## src/rtl/hart_imem_arbiter.sv

```systemverilog
// Round-robin arbiter that multiplexes per-hart I-cache refill requests onto one
// instruction-memory port, with one transaction in flight and a timeout watchdog.
module hart_imem_arbiter #(
    parameter int unsigned NUM_HARTS = 4,
    parameter int unsigned ADDR_W    = 32,
    parameter int unsigned DATA_W    = 32,
    parameter int unsigned TIMEOUT   = 255,
    localparam int unsigned GW       = (NUM_HARTS > 1) ? $clog2(NUM_HARTS) : 1
) (
    input  logic                          i_clk,
    input  logic                          i_rst,
    input  logic [NUM_HARTS-1:0]          i_IC_DataReq,
    input  logic [NUM_HARTS*ADDR_W-1:0]   i_IM_Addr,
    output logic [NUM_HARTS-1:0]          o_IC_MemReady,
    output logic [NUM_HARTS-1:0]          o_IC_Err,
    output logic [DATA_W-1:0]             o_IM_Instr,
    output logic                          o_mem_req,
    output logic [ADDR_W-1:0]             o_mem_addr,
    input  logic                          i_mem_ready,
    input  logic [DATA_W-1:0]             i_mem_data,
    output logic [GW-1:0]                 o_grant_id,
    output logic                          o_busy
);

    localparam int unsigned CW = (TIMEOUT > 0) ? $clog2(TIMEOUT + 1) : 1;
    localparam logic [CW-1:0] TO_VAL = CW'(TIMEOUT);

    typedef enum logic [1:0] {
        IDLE,
        REQ,
        RESP
    } state_t;

    state_t         state;
    logic [GW-1:0]  ptr;
    logic [CW-1:0]  cnt;
    logic           found;
    logic [GW-1:0]  pick;
    logic [GW-1:0]  sel;
    logic           timed_out;

    // First requesting hart at or after ptr, wrapping modulo NUM_HARTS.
    always_comb begin
        found = 1'b0;
        pick  = '0;
        sel   = '0;
        for (int unsigned i = 0; i < NUM_HARTS; i++) begin
            sel = GW'((32'(ptr) + i) % NUM_HARTS);
            if (!found && i_IC_DataReq[sel]) begin
                found = 1'b1;
                pick  = sel;
            end
        end
    end

    assign timed_out = (TIMEOUT != 0) && (cnt == TO_VAL);

    always_ff @(posedge i_clk or negedge i_rst) begin
        if (!i_rst) begin
            state         <= IDLE;
            ptr           <= '0;
            cnt           <= '0;
            o_IC_MemReady <= '0;
            o_IC_Err      <= '0;
            o_IM_Instr    <= '0;
            o_mem_req     <= 1'b0;
            o_mem_addr    <= '0;
            o_grant_id    <= '0;
            o_busy        <= 1'b0;
        end else begin
            case (state)
                IDLE: begin
                    o_IC_MemReady <= '0;
                    o_IC_Err      <= '0;
                    if (found) begin
                        o_grant_id <= pick;
                        o_mem_addr <= i_IM_Addr[int'(pick)*ADDR_W +: ADDR_W];
                        o_mem_req  <= 1'b1;
                        o_busy     <= 1'b1;
                        cnt        <= '0;
                        state      <= REQ;
                    end
                end
                REQ: begin
                    // Ready takes priority over a coincident timeout.
                    if (i_mem_ready) begin
                        o_IM_Instr                <= i_mem_data;
                        o_mem_req                 <= 1'b0;
                        o_IC_MemReady[o_grant_id] <= 1'b1;
                        state                     <= RESP;
                    end else if (timed_out) begin
                        o_IM_Instr                <= '0;
                        o_mem_req                 <= 1'b0;
                        o_IC_MemReady[o_grant_id] <= 1'b1;
                        o_IC_Err[o_grant_id]      <= 1'b1;
                        state                     <= RESP;
                    end else begin
                        cnt <= cnt + 1'b1;
                    end
                end
                RESP: begin
                    o_IC_MemReady <= '0;
                    o_IC_Err      <= '0;
                    o_busy        <= 1'b0;
                    cnt           <= '0;
                    ptr           <= (o_grant_id == GW'(NUM_HARTS - 1)) ? '0 : o_grant_id + 1'b1;
                    state         <= IDLE;
                end
                default: state <= IDLE;
            endcase
        end
    end

endmodule

```

## config.mk

```make
export PLATFORM = sky130hd
export DESIGN_NAME = hart_imem_arbiter
export DESIGN_NICKNAME = d
export VERILOG_FILES = /design/src/rtl/hart_imem_arbiter.sv
export SDC_FILE = /design/constraint.sdc
export NUM_CORES = 1
export LEC_CHECK = 0
export CAP_MARGIN = 40
export CORE_MARGIN = 2
export CORE_UTILIZATION = 40
export CTS_BUF_LIST = sky130_fd_sc_hd__clkbuf_4 sky130_fd_sc_hd__clkbuf_8
export CTS_CLUSTER_DIAMETER = 80
export CTS_CLUSTER_SIZE = 16
export DETAILED_ROUTE_END_ITERATION = 8
export GPL_ROUTABILITY_DRIVEN = 0
export PLACE_DENSITY = 0.87
export SYNTH_ARGS = -nofsm -noshare
export SYNTH_HDL_FRONTEND = slang
export SYNTH_SLANG_ARGS = --single-unit
export TNS_END_PERCENT = 30
```

## constraint.sdc

```tcl
create_clock -name i_clk -period 2.2 [get_ports i_clk]
set_input_delay 0.44 -clock i_clk [delete_from_list [all_inputs] [get_ports i_clk]]
set_output_delay 0.44 -clock i_clk [all_outputs]
set_load 0.01 [all_outputs]
```

==> impl_metrics.py <==
metrics = {
    "outcome": {
        "status": "finished clean",
    },
    "routing": {
        "vias_per_cell": 5.283,
        "ant_nets": 0,
        "wl_per_cell_um": 19.10,
        "wl_met2_um": 7136,
        "m1WireLength_um": 5387,
        "drt_iter0_drc": 157,
        "wl_um": 14420,
        "met3_length_um": 1471,
        "drt_first_pass_iters": 4,
        "drcViolationCount": 0,
        "via_count": 3989,
        "highest_layer": "met4",
    },
    "clocking": {
        "cts.clk_slew.worst_paths_ps": 100,
        "clkSinkCount": 88,
        "cts_max_level": 3,
        "cts-root-buf": "clkbuf_8",
        "cts_tree": "done",
        "cts_resized": 0,
        "cts_hold_buf": 0,
        "cts_buffers": 9,
        "cts_setup_buffers": 0,
        "cts_buffer_depth": 2,
        "clock_latency_ps": 350,
    },
    "sta": {
        "fmax_ghz": 0.5006,
        "max_slew.worst_pin.slew_ps": 684.8,
        "finalCriticalPeriod_ps": 1998,
        "fin_crit_sh_pct": 90.80,
        "setup_viol_count_final": 0,
        "max_slew_margin_pct": 54.35,
        "hold_viol": 0,
        "rsz0062_at_grt": "no",
        "final_max_slew_viol_count": 0,
        "finClkSkew_ps": 16.26,
    },
    "synthesis": {
        "ys_types": 43,
        "syn-cell-area_um2": 4287,
        "yosysTopAreaCell": "dfrtp_1",
        "ys_top_cells_by_area": "dfrtp_1 51%, mux2i_1 15%, a22o_1 6.5%",
        "synth_warnings": 0,
        "ys_ff_latch": 88,
        "syn-num-nets": 540,
        "synth_edf_count": 0,
        "postSynthAreaPerCell_um2": 11.65,
        "async_reset_ff_share_pct": 100.0,
        "synth-main-ff-cell": "dfrtp_1",
        "seq_area_frac_synth_pct": 51.37,
        "synth.top_cell.area_share_pct": 51.37,
        "netlist_instances": 368,
    },
    "setup_path": {
        "max_stage_delay_ps": 540,
        "crit_family": "buffers and inverters",
        "worst-path-buf-inv": 2,
        "required_ps": 2400,
        "end_kind": "register",
        "cp-start-kind": "input pin",
        "critical_path.slowest_cell": "clkdlybuf4s50_1",
        "arrival_ps": 2200,
        "path_cells": "clkdlybuf4s50_1, nor2b_1, o21ai_1, o221ai_4, buf_12, mux2i_1, o221ai_1",
        "crit_type": "input pin to register",
        "path_max_fanout": 49,
    },
    "placement": {
        "portBuffers": 242,
        "dp_hpwl_um": 11120,
        "place_area_um2": 6934,
    },
    "power_and_ir_drop": {
        "finalPower_mw": 8.404,
        "total_leakage_power_nw": 3.154,
        "p_sw_mw": 2.995,
        "power.internal_mw": 5.409,
        "pwr-share-comb_pct": 52.3,
        "sequentialPowerShare_pct": 32.8,
        "p_sw_share_pct": 35.63,
        "p_per_area_nw_per_um2": 1174,
        "vdd_drop_max_uv": 749.9,
        "p_clk_share_pct": 14.9,
    },
    "final_layout": {
        "diodes": 0,
        "stdcell_area_um2": 7159,
        "mostFrequentLayoutCell": "clkdlybuf4s50_1",
        "layout-drive-gt1-share_pct": 6.947,
        "syn2layout_area_growth_pct": 67.02,
        "final_cell_mix": "241 x clkdlybuf4s50_1, 88 x dfrtp_1, 64 x mux2i_1",
        "finish.net_count": 786,
    },
    "floorplan": {
        "die_y_um": 107.5,
        "pin_count": 243,
        "start_util_pct": 41.34,
        "design.die.area_um2": 11560,
        "core_um2": 10370,
        "die_w_um": 107.5,
        "rows": 37,
    },
    "run": {
        "drv_cap": 0,
    },
    "grt": {
        "grt_max_degree": 52,
        "antenna_found_initial": 0,
        "grt_pass1_wl_um": 21980,
        "grt_pass1_vias": 4285,
        "grt_overflow": 0,
        "grt_util_all_layers_pct": 24.55,
    },
    "hold_path": {
        "min_path_type": "input pin to async pin",
    },
}
-- cells in the mapped netlist (2+ instances only) --
| master | n |
|---|---|
| o221ai_1 | 32 |
| a22o_1 | 32 |
| inv_1 | 7 |
| nor2b_1 | 10 |
| clkbuf_1 | 10 |
| o21ai_0 | 5 |
| a21o_1 | 2 |
| nand3_1 | 2 |
| mux2i_1 | 64 |
| ha_1 | 5 |
| nand2_1 | 44 |
| buf_4 | 4 |
| nor2_1 | 8 |
| buf_2 | 4 |
| buf_6 | 7 |
| o31ai_1 | 2 |
| nand2b_1 | 2 |
| nor3_1 | 3 |
| xnor2_1 | 3 |
| dfrtp_1 | 88 |
| or3_1 | 2 |
| a21oi_1 | 11 |
-- cells by family after synthesis --
kind of cell             synth area share (%)
buffers and inverters                   4.495
multiplexers                            15.21
XOR/XNOR                               0.8174
AO/OA/AOI/OAI                           17.43
adder cells (fa/ha/maj)                 1.459
flip-flops                              51.37
AND/OR/NAND/NOR                         9.224
-- area by class of cell --
| class | count | area (um^2) |
|---|---|---|
| well taps | 136 | 170.2 |
| fillers | 759 | 3211 |
| multi-input cells | 248 | 1906 |
| inverters | 7 | 26.28 |
| clock inverters | 7 | 101.3 |
| flip-flops and latches | 88 | 2202 |
| clock buffers | 9 | 123.9 |
| repair buffers | 260 | 2630 |
-- worst reg2reg max path, cell delays in order, from the launching register on --
cell and delay (ps):
dfrtp_1 430, ha_1 230, and2_1 210, a311o_1 480, or3_1 390, a21oi_1 160
-- worst paths after layout --
check	startpoint	endpoint	slack (ps)	cells after the start
hold / removal	i_rst	o_IM_Instr[13]	120	1
min in group i_clk	o_mem_addr[3]	o_mem_addr[3]	490	2
max in group asynchronous	i_rst	o_IM_Instr[15]	1450	2
setup / recovery	i_IC_DataReq[2]	o_mem_addr[26]	200	7
hold reg to reg	o_mem_addr[3]	o_mem_addr[3]	490	2
setup reg to reg	cnt[0]	cnt[6]	230	5
-- power groups by stage --
| stage | combinational [mW] | sequential, mW | clock (mW) |
|---|---|---|---|
| 4_1_cts | 4.44 | 2.76 | 1.28 |
| 3_5_place_dp | 4.43 | 2.77 | 0 |
| 5_1_grt | 4.72 | 2.83 | 1.35 |
| 2_1_floorplan | 1.96 | 2.98 | 0 |
| 3_3_place_gp | 4.30 | 2.76 | 0 |
| 6_report | 4.40 | 2.75 | 1.25 |
-- metal layers --
metal | GRT usage (%) | vias up
met5 | 0 | -
met4 | 9.707 | 0
met3 | 7.809 | 26
met2 | 43.76 | 195
met1 | 27.01 | 1902
li1 | - | 1866
-- state kept, by name, indices dropped and copies added, names as in the netlist --
| signal | count |
|---|---|
| cnt | 8 |
| o_IC_Err | 4 |
| o_IC_MemReady | 4 |
| o_IM_Instr | 32 |
| o_busy | 1 |
| o_grant_id | 2 |
| o_mem_addr | 32 |
| o_mem_req | 1 |
| ptr | 2 |
| state | 2 |
-- through the flow --
stage	utilization, %	cells	hold slack [ps]	TNS [ps]	setup WS, ps
final	69.04	755	118.7	0	202.4
after global routing	69.04	755	166.7	0	101.9
after CTS	69.04	755	140.2	0	226.2
after detailed placement	66.87	739	475.7	-2133	-130.2
after global placement	66.87	739	469.6	-1051	-93.04
after floorplan	-	368	144.4	0	422.6
Power figures use the tool's default switching activity.
